<file path="src/rtl/cc1200_rx_pkg.sv">
// Shared types and constants for the CC1200 receive deframer.
package cc1200_rx_pkg;

    typedef enum logic [2:0] {
        WAIT_IDLE = 3'd0,
        IDLE      = 3'd1,
        HEADER    = 3'd2,
        PAYLOAD   = 3'd3,
        DRAIN     = 3'd4
    } rx_state_t;

    typedef enum logic [1:0] {
        HDR_NONE   = 2'd0,
        HDR_VSYNC0 = 2'd1,
        HDR_VSYNC1 = 2'd2,
        HDR_HSYNC  = 2'd3
    } hdr_type_t;

    localparam int unsigned HDR_BITS = 48;
    localparam int unsigned PIX_BITS = 12;
    localparam int unsigned ADD_BITS = 16;
    localparam int unsigned SYNC_BITS = HDR_BITS - ADD_BITS;

    localparam logic [SYNC_BITS-1:0] SYNC_VSYNC0 = 32'h93AA_AADE;
    localparam logic [SYNC_BITS-1:0] SYNC_VSYNC1 = 32'h9355_55DE;
    localparam logic [SYNC_BITS-1:0] SYNC_HSYNC  = 32'h6CF4_AE21;

    // Map the sync field of a completed header to its type code.
    function automatic hdr_type_t hdr_classify(input logic [SYNC_BITS-1:0] sync);
        hdr_type_t t;
        t = HDR_NONE;
        if (sync == SYNC_VSYNC0) t = HDR_VSYNC0;
        else if (sync == SYNC_VSYNC1) t = HDR_VSYNC1;
        else if (sync == SYNC_HSYNC) t = HDR_HSYNC;
        return t;
    endfunction

endpackage

</file>
<file path="src/rtl/rx_spi_sync.sv">
// Synchronizers and edge detectors for the asynchronous SPI pins; all event outputs registered.
module rx_spi_sync #(
    parameter int unsigned SYNC_STAGES = 2
) (
    input  logic clk,
    input  logic rst,
    input  logic sclk,
    input  logic miso,
    input  logic cs_n,
    output logic sample,
    output logic start,
    output logic stop,
    output logic miso_s,
    output logic cs_level
);

    logic [SYNC_STAGES-1:0] sclk_sr;
    logic [SYNC_STAGES-1:0] miso_sr;
    logic [SYNC_STAGES-1:0] cs_sr;
    logic                   sclk_prev;
    logic                   cs_prev;

    // CS_n chain resets low so a burst already in progress looks active until CS_n is seen high.
    always_ff @(posedge clk) begin
        if (rst) begin
            sclk_sr   <= '0;
            miso_sr   <= '0;
            cs_sr     <= '0;
            sclk_prev <= 1'b0;
            cs_prev   <= 1'b0;
            sample    <= 1'b0;
            start     <= 1'b0;
            stop      <= 1'b0;
            miso_s    <= 1'b0;
            cs_level  <= 1'b0;
        end else begin
            sclk_sr   <= {sclk_sr[SYNC_STAGES-2:0], sclk};
            miso_sr   <= {miso_sr[SYNC_STAGES-2:0], miso};
            cs_sr     <= {cs_sr[SYNC_STAGES-2:0], cs_n};
            sclk_prev <= sclk_sr[SYNC_STAGES-1];
            cs_prev   <= cs_sr[SYNC_STAGES-1];
            sample    <= sclk_sr[SYNC_STAGES-1] & ~sclk_prev;
            start     <= ~cs_sr[SYNC_STAGES-1] & cs_prev;
            stop      <= cs_sr[SYNC_STAGES-1] & ~cs_prev;
            miso_s    <= miso_sr[SYNC_STAGES-1];
            cs_level  <= cs_sr[SYNC_STAGES-1];
        end
    end

endmodule

</file>
<file path="src/rtl/cc1200_rx_deframer.sv">
// CC1200 SPI read-stream deframer: 48-bit header classification then 12-bit pixel words.
// Optional statistics counters are built when RX_DEFRAMER_STATS_EN is defined.
module cc1200_rx_deframer
    import cc1200_rx_pkg::*;
#(
    parameter int unsigned MAX_PIX     = 80,
    parameter int unsigned SYNC_STAGES = 2
) (
    input  logic                Cclk,
    input  logic                rst,
    input  logic                SCLK,
    input  logic                MISO,
    input  logic                CS_n,
    output logic [PIX_BITS-1:0] RxData,
    output logic                RxValid,
    output logic                RxHeader,
    output logic [ADD_BITS-1:0] RxAdd,
    output logic                RxAddValid,
    output logic [1:0]          RxHdrType,
    output logic [15:0]         ShortBurstCnt,
    output logic [15:0]         BadHdrCnt
);

    localparam int unsigned BCW = 6;
    localparam int unsigned PCW = $clog2(MAX_PIX + 1);

    logic sample, start, stop, miso_s, cs_level;

    rx_spi_sync #(
        .SYNC_STAGES(SYNC_STAGES)
    ) u_sync (
        .clk      (Cclk),
        .rst      (rst),
        .sclk     (SCLK),
        .miso     (MISO),
        .cs_n     (CS_n),
        .sample   (sample),
        .start    (start),
        .stop     (stop),
        .miso_s   (miso_s),
        .cs_level (cs_level)
    );

    rx_state_t              state, state_next;
    logic [BCW-1:0]         bit_cnt;
    logic [PCW-1:0]         pix_cnt;
    logic [HDR_BITS-2:0]    hdr_sr;
    logic [PIX_BITS-2:0]    pix_sr;

    logic                   hdr_shift_c, pix_shift_c;
    logic                   hdr_done_c, pix_done_c, last_pix_c;
    logic [HDR_BITS-1:0]    hdr_next_c;
    logic [PIX_BITS-1:0]    pix_next_c;
    hdr_type_t              hdr_type_c;
    logic [BCW-1:0]         bits_after_c;

    always_ff @(posedge Cclk) begin
        if (rst) state <= WAIT_IDLE;
        else     state <= state_next;
    end

    // A sample coinciding with stop is folded in first; stop then wins the transition.
    always_comb begin
        state_next = state;
        unique case (state)
            WAIT_IDLE: if (cs_level) state_next = IDLE;
            IDLE:      if (start) state_next = HEADER;
            HEADER: begin
                if (stop)            state_next = IDLE;
                else if (hdr_done_c) state_next = (hdr_type_c != HDR_NONE) ? PAYLOAD : DRAIN;
            end
            PAYLOAD: begin
                if (stop)            state_next = IDLE;
                else if (last_pix_c) state_next = DRAIN;
            end
            DRAIN:     if (stop) state_next = IDLE;
            default:   state_next = WAIT_IDLE;
        endcase
    end

    // Per-cycle datapath decisions derived from the current state and pin events.
    always_comb begin
        hdr_shift_c = (state == HEADER) && sample;
        pix_shift_c = (state == PAYLOAD) && sample;
        hdr_next_c  = {hdr_sr, miso_s};
        pix_next_c  = {pix_sr, miso_s};
        hdr_done_c  = hdr_shift_c && (bit_cnt == BCW'(HDR_BITS - 1));
        pix_done_c  = pix_shift_c && (bit_cnt == BCW'(PIX_BITS - 1));
        hdr_type_c  = hdr_classify(hdr_next_c[HDR_BITS-1:ADD_BITS]);
        last_pix_c  = pix_done_c && (pix_cnt == PCW'(MAX_PIX - 1));
        bits_after_c = bit_cnt;
        if (hdr_done_c || pix_done_c)       bits_after_c = '0;
        else if (hdr_shift_c || pix_shift_c) bits_after_c = bit_cnt + BCW'(1);
    end

    always_ff @(posedge Cclk) begin
        if (rst) begin
            bit_cnt    <= '0;
            pix_cnt    <= '0;
            hdr_sr     <= '0;
            pix_sr     <= '0;
            RxData     <= '0;
            RxValid    <= 1'b0;
            RxHeader   <= 1'b0;
            RxAdd      <= '0;
            RxAddValid <= 1'b0;
            RxHdrType  <= '0;
        end else begin
            RxValid    <= 1'b0;
            RxAddValid <= 1'b0;
            RxHeader   <= (state_next == HEADER);
            if (state == IDLE && start) begin
                bit_cnt <= '0;
                pix_cnt <= '0;
            end else begin
                bit_cnt <= bits_after_c;
            end
            if (hdr_shift_c) hdr_sr <= hdr_next_c[HDR_BITS-2:0];
            if (pix_shift_c) pix_sr <= pix_next_c[PIX_BITS-2:0];
            if (hdr_done_c) begin
                RxHdrType <= 2'(hdr_type_c);
                if (hdr_type_c != HDR_NONE) begin
                    RxAdd      <= hdr_next_c[ADD_BITS-1:0];
                    RxAddValid <= 1'b1;
                end
            end
            if (pix_done_c) begin
                RxData  <= pix_next_c;
                RxValid <= 1'b1;
                pix_cnt <= pix_cnt + PCW'(1);
            end
        end
    end

`ifdef RX_DEFRAMER_STATS_EN
    logic short_c, bad_c;

    always_comb begin
        short_c = stop && (state == HEADER || state == PAYLOAD) && (bits_after_c != '0);
        bad_c   = hdr_done_c && (hdr_type_c == HDR_NONE);
    end

    // Saturating statistics counters.
    always_ff @(posedge Cclk) begin
        if (rst) begin
            ShortBurstCnt <= '0;
            BadHdrCnt     <= '0;
        end else begin
            if (short_c && ShortBurstCnt != 16'hFFFF) ShortBurstCnt <= ShortBurstCnt + 16'd1;
            if (bad_c && BadHdrCnt != 16'hFFFF)       BadHdrCnt     <= BadHdrCnt + 16'd1;
        end
    end
`else
    assign ShortBurstCnt = '0;
    assign BadHdrCnt     = '0;
`endif

endmodule

</file>
<file path="config.mk">
export PLATFORM = sky130hd
export DESIGN_NAME = cc1200_rx_deframer
export DESIGN_NICKNAME = d
export VERILOG_FILES = /design/src/rtl/cc1200_rx_pkg.sv /design/src/rtl/rx_spi_sync.sv /design/src/rtl/cc1200_rx_deframer.sv
export SDC_FILE = /design/constraint.sdc
export NUM_CORES = 1
export LEC_CHECK = 0
export ABC_AREA = 1
export CAP_MARGIN = 10
export CORE_ASPECT_RATIO = 0.6
export CORE_MARGIN = 1
export CORE_UTILIZATION = 54
export DETAILED_ROUTE_END_ITERATION = 8
export PLACE_DENSITY = 0.84
export SLEW_MARGIN = 5
export SYNTH_ARGS = -nofsm -noshare
export SYNTH_HDL_FRONTEND = slang
export SYNTH_SLANG_ARGS = --single-unit
</file>
<file path="constraint.sdc">
create_clock -name Cclk -period 2.1 [get_ports Cclk]
set_input_delay 0.42 -clock Cclk [delete_from_list [all_inputs] [get_ports Cclk]]
set_output_delay 0.42 -clock Cclk [all_outputs]
set_load 0.005 [all_outputs]
</file>
# Word-level counts from Yosys, hierarchy flattened
# Cells that the tools add are included.
[word_totals]
out_inout_bits = 65
inputBits = 5
reg_bits = 119
[classes]
mux = 16
eq_ne = 11
n_addsub = 2
n_bitwise = 7
reduce_logical = 14
[op_table]
columns = ["op", "count"]
rows = [
  ["32-bit equality test, second input constant", 2],
  ["32-bit by 31-bit equality test with 1-bit output, second input constant", 1],
  ["3-bit two-way mux", 8],
  ["3-bit one-hot mux with 5 select lines", 1],
  ["7-bit two-way mux", 2],
  ["3-bit by 2-bit equality test with 1-bit output, second input constant", 3],
  ["7-bit by 1-bit adder with 7-bit output, second input constant", 1],
  ["7-bit equality test, second input constant", 1],
  ["6-bit by 1-bit adder with 6-bit output, second input constant", 1],
  ["6-bit by 4-bit equality test with 1-bit output, second input constant", 1],
  ["6-bit equality test, second input constant", 1],
  ["1-bit logical AND", 6],
  ["2-bit two-way mux", 3],
  ["1-bit NOT", 4],
  ["2-bit nonzero test", 2],
  ["1-bit AND", 3],
  ["3-bit by 1-bit equality test with 1-bit output, second input constant", 1],
  ["3-bit equality test, second input constant", 1],
  ["3-bit logical NOT", 1],
  ["3-bit OR reduction", 1],
  ["1-bit logical OR", 2],
  ["1-bit two-way mux", 2],
  ["2-bit AND reduction", 1],
  ["2-bit OR reduction", 1],
]

# Depth between registers and ports, before layout
[logic_depth]
depth_word = 10
depth_mapped = 13

# Hierarchy
# Synthesis repeated with hierarchy kept, for this count alone.
[unflattened]
hier_cells = 676
hier_area_um2 = 5009.8
[by_module_without_submodules]
columns = ["module", "seq_area_each_um2", "n_inst", "area_per_inst_um2", "cells_per_inst"]
rows = [
  ["cc1200_rx_deframer", 2142.1, 1, 4655.7, 639],
  ["rx_spi_sync", 240.2, 1, 354.1, 37],
]

# Least setup slack after synthesis
# Ideal clock, no wire load.
[synth_timing]
kind = "reg2reg"
start = "register bit_cnt[0]"
end = "register RxAdd[10]"
path_slack_ns = 0.565
setup_ns = 0.116
arrival_ns = 1.419
synth_period_minus_slack_ns = 1.535
stages_incl_launch_ff = 10
cell_sequence = "dfxtp_1 > ha_1 > nand3_1 > nor3_1 > nand3_2 > inv_2 > nand2_4 > clkbuf_1 > nor2_1 > nor2_1"
[synth_via]
elab_chain_len = 3
[synth_lines]
columns = ["item", "line", "text"]
rows = [
  ["start: declaration", "cc1200_rx_deframer.sv:45", "logic [BCW-1:0] bit_cnt;"],
  ["start signal: assignment", "cc1200_rx_deframer.sv:116", "bit_cnt <= bits_after_c;"],
  ["6-bit equality test", "cc1200_rx_deframer.sv:87", "hdr_done_c = hdr_shift_c && (bit_cnt == BCW'(HDR_BITS - 1));"],
  ["1-bit logical AND", "cc1200_rx_deframer.sv:87", ""],
  ["2-bit AND reduction (no source line)", "--", ""],
  ["end signal: assignment", "cc1200_rx_deframer.sv:123", "RxAdd <= hdr_next_c[ADD_BITS-1:0];"],
  ["end: declaration", "cc1200_rx_deframer.sv:17", "output logic [ADD_BITS-1:0] RxAdd,"],
]
# No other way between the ends.
# A chain may end at the register's enable or synchronous reset.

# Worst setup path after layout
[layout_timing]
start = "register state[2]"
end = "register bit_cnt[5]"
[layout_via]
elab_chain_len = 5
word_cells_on_any_way = 11
cone_classes = "3 x eq/ne; 8 x reduce/logical"
[layout_lines]
columns = ["item", "line", "text"]
rows = [
  ["start: declaration", "cc1200_rx_deframer.sv:44", "rx_state_t state, state_next;"],
  ["start signal: assignment", "cc1200_rx_deframer.sv:59", "else state <= state_next;"],
  ["3-bit by 2-bit equality test with 1-bit output, on equally long branches", "cc1200_rx_deframer.sv:83, cc1200_rx_deframer.sv:84", ""],
  ["1-bit logical AND, on equally long branches", "cc1200_rx_deframer.sv:83, cc1200_rx_deframer.sv:84", ""],
  ["1-bit logical AND, on equally long branches", "cc1200_rx_deframer.sv:87, cc1200_rx_deframer.sv:88", ""],
  ["1-bit logical OR", "cc1200_rx_deframer.sv:92", "if (hdr_done_c || pix_done_c) bits_after_c = '0;"],
  ["3-bit OR reduction (no source line)", "--", ""],
]
# Several ways; a longest one is shown, not always the timed one.

==> results.yml <==
outcome:
  status: "completed"
synthesis:
  mappedNetlistArea_um2: 4990
  synth-edff-count: 0
  synth_area_per_cell_um2: 7.36
  synth_area_leaders: "dfxtp_1 (48%), nand2_1 (8.3%), nor2_1 (7.4%), a21oi_1 (7.0%), o21ai_0 (6.4%)"
  synthCells: 679
  yosysSeqAreaShare_pct: 47.7
  synth-seq-cells: 119
  synthArstFlopShare_pct: 0
  synth_top_area_share_pct: 47.7
  synth.cells.most_frequent: "dfxtp_1 (119), nand2_1 (111), nor2_1 (98)"
  synth.distinct_cells: 31
  yosys.area.top_type: "dfxtp_1"
  ys_warn_count: 0
  synth_ff_type: "dfxtp_1"
  synth.most_common_cell: "dfxtp_1"
routing:
  first_iter_violations: 440
  wl_per_cell_um: 12.9
  drt_pass1_iterations: 5
  vias: 4349
  vias_per_cell: 5.18
  drc: 0
  wirelength_um: 10900
  ant_nets: 0
run:
  cap_violations: 0
power_and_ir_drop:
  combPwrFrac_pct: 1.8
  ir_drop_v: 0.000584
  sw_frac_of_total_pct: 20.2
  power.clock.fraction_pct: 54.8
  p_total_w: 0.00525
  intPower_w: 0.00419
  pwr-share-seq_pct: 43.4
  p_leak_nw: 2.46
  power.density_nw_per_um2: 882
  p_switching_w: 0.00106
finish:
  syn2layout_area_growth_pct: 19.2
  final_nets: 723
  drive_above_1_share_pct: 7.69
  n_antenna_cell: 0
  stdcell_area_um2: 5950
floorplan:
  die_height_um: 76.5
  core_um2: 8750
  rows: 26
  io_pins: 70
  start_util_pct: 57.1
  design.die.area_um2: 9650
  fp.dieW_um: 126
setup_path:
  critical_path_class: "reg2reg"
  regToRegSetupSlack_ps: 110
  critical_path.endpoint_type: "register"
  crit_required_ps: 2420
  timing.rr.start: "state[2]$_SDFF_PP0_"
  path_max_fanout: 23
  cp.arrival_ps: 2310
  reg2regPathDepth: 6
  startpoint_type: "register"
  r2r-end: "bit_cnt[5]$_SDFFE_PP0P_"
timing:
  fin_crit_sh_pct: 94.8
  max_freq_ghz: 0.502
  hold_violations: 0
  setup_viol: 0
  setup_slack_ps: 108
  clock_skew_ps: 7.83
  slew_viol_final: 0
  fin_crit_ps: 1990
placement:
  portBuffers: 37
  place_ws_ps: 179
  routabilityCongestion: 0.795
  placed_area_um2: 5330
  dpl.hpwl_um: 7020
worst_hold_path:
  hold_start: "u_sync.sclk_prev$_SDFF_PP0_"
  hold_class: "reg2reg"
  min_to: "u_sync.sample$_SDFF_PP0_"
  worstHoldPathCells: 1
clock_network:
  cts-buffers-inserted: 17
  cts.clk_slew.worst_paths_ps: 50
  cts_max_level: 4
  cts.sinks: 119
  clockBufferDepth: 2
  cts_tree: "built"
  worstSkewPairLatency_ps: 410
  root_buffer: "clkbuf_16"
global_routing:
  grt_util_all_layers_pct: 23.8
  grt_pass1_wl_um: 18200
  grt-ovfl-total: 0
  grt_pass1_vias: 3943
  grt_max_degree: 75
  antenna_found_initial: 0
==> per-layer routing <==
layer	vias to the layer above	part of all wire, %	GRT usage, %
met5	-	0	0
met4	0	1.9	10.6
met3	21	5.9	6.04
met2	151	46	37.6
met1	1993	46	30.9
li1	2184	-	-
==> cell families after synthesis <==
kind of cell | share of synthesized area, %
buffers and inverters | 13.0
adders and majority gates | 0.501
DFF | 47.7
and+or+nand+nor | 23.9
AOI/OAI and AO/OA | 14.7
other | 0.0751
xor gates and xnor gates | 0.175
==> worst max-delay path by stage <==
stage / cells after the start / slack [ps] / from / to
after floorplan: 9 / 570 / bit_cnt[0]$_SDFFE_PP0P_ / RxAdd[10]$_SDFFE_PP0P_
after global placement: 9 / 260 / bit_cnt[0]$_SDFFE_PP0P_ / RxAdd[9]$_SDFFE_PP0P_
after detailed placement: 11 / 180 / state[0]$_SDFF_PP0_ / state[1]$_SDFF_PP0_
after CTS: 9 / 120 / bit_cnt[0]$_SDFFE_PP0P_ / RxAdd[4]$_SDFFE_PP0P_
after global routing: 11 / -10 / state[0]$_SDFF_PP0_ / RxHeader$_SDFF_PP0_
final: 6 / 110 / state[2]$_SDFF_PP0_ / bit_cnt[5]$_SDFFE_PP0P_
==> layout make-up <==
cell class                      count  area (um^2)
Sequential cell                   119         2380
Tap cell                          112          140
Clock inverter                      7         92.6
Inverter                           79          298
Fill cell                         718         2800
Clock buffer                       24          502
Timing Repair Buffer               47          458
Multi-Input combinational cell    452         2080
==> sequential cells by signal, summed over array words and instances, names as in the netlist, 2 cells and up <==
register and flops:
pix_cnt 7, bit_cnt 6, RxHdrType 2, hdr_sr 47, u_sync.sclk_sr 2, state 3, RxAdd 16, RxData 12
u_sync.cs_sr 2, pix_sr 11, u_sync.miso_sr 2
==> power by group through the flow <==
stage	Sequential [W]	Combinational (W)	Clock, W
after global routing	0.00228	0.000112	0.00303
after CTS	0.00228	0.0000959	0.00291
after global placement	0.00232	0.0000911	0
final	0.00228	0.0000970	0.00287
after floorplan	0.00232	0.000112	0
after detailed placement	0.00232	0.0000945	0
==> cells in the final DEF (no fill, tap or decap), drive strengths merged, types with 3 or more instances in the layout <==
cell type / instances
inv: 77
nand3: 39
clkdlybuf4s50: 37
conb: 32
clkbuf: 24
clkinv: 7
dfxtp: 119
nor2: 100
nor3: 10
o21ai: 70
a21oi: 71
nand2: 115
nand4: 3
buf: 10
==> critical path, stage by stage (launching register included) <==
cell	delay, ps
dfxtp_1	500
nor3_4	110
nand2_4	240
nor2_8	110
a21oi_2	330
nand3_1	310
nor3b_2	300
==> through the flow <==
stage / setup TNS (ps) / hold WS [ps] / instances / util, %
6_report: 0 / 387 / 840 / 68.0
5_1_grt: -10.5 / 404 / 840 / 68.0
4_1_cts: 0 / 393 / 836 / 67.7
3_5_place_dp: 0 / 386 / 805 / 60.9
3_3_place_gp: 0 / 378 / 805 / 60.9
2_1_floorplan: 0 / 373 / 710 / -
==> timing repair <==
action / CTS / global route
resized for setup: 0 / 1
endpoints found under the hold margin: 0 / 0
endpoints found under the setup margin: 0 / 3
setup buffers: 0 / 4
hold buffers: 0 / 0
(Power assumes the default switching activity.)
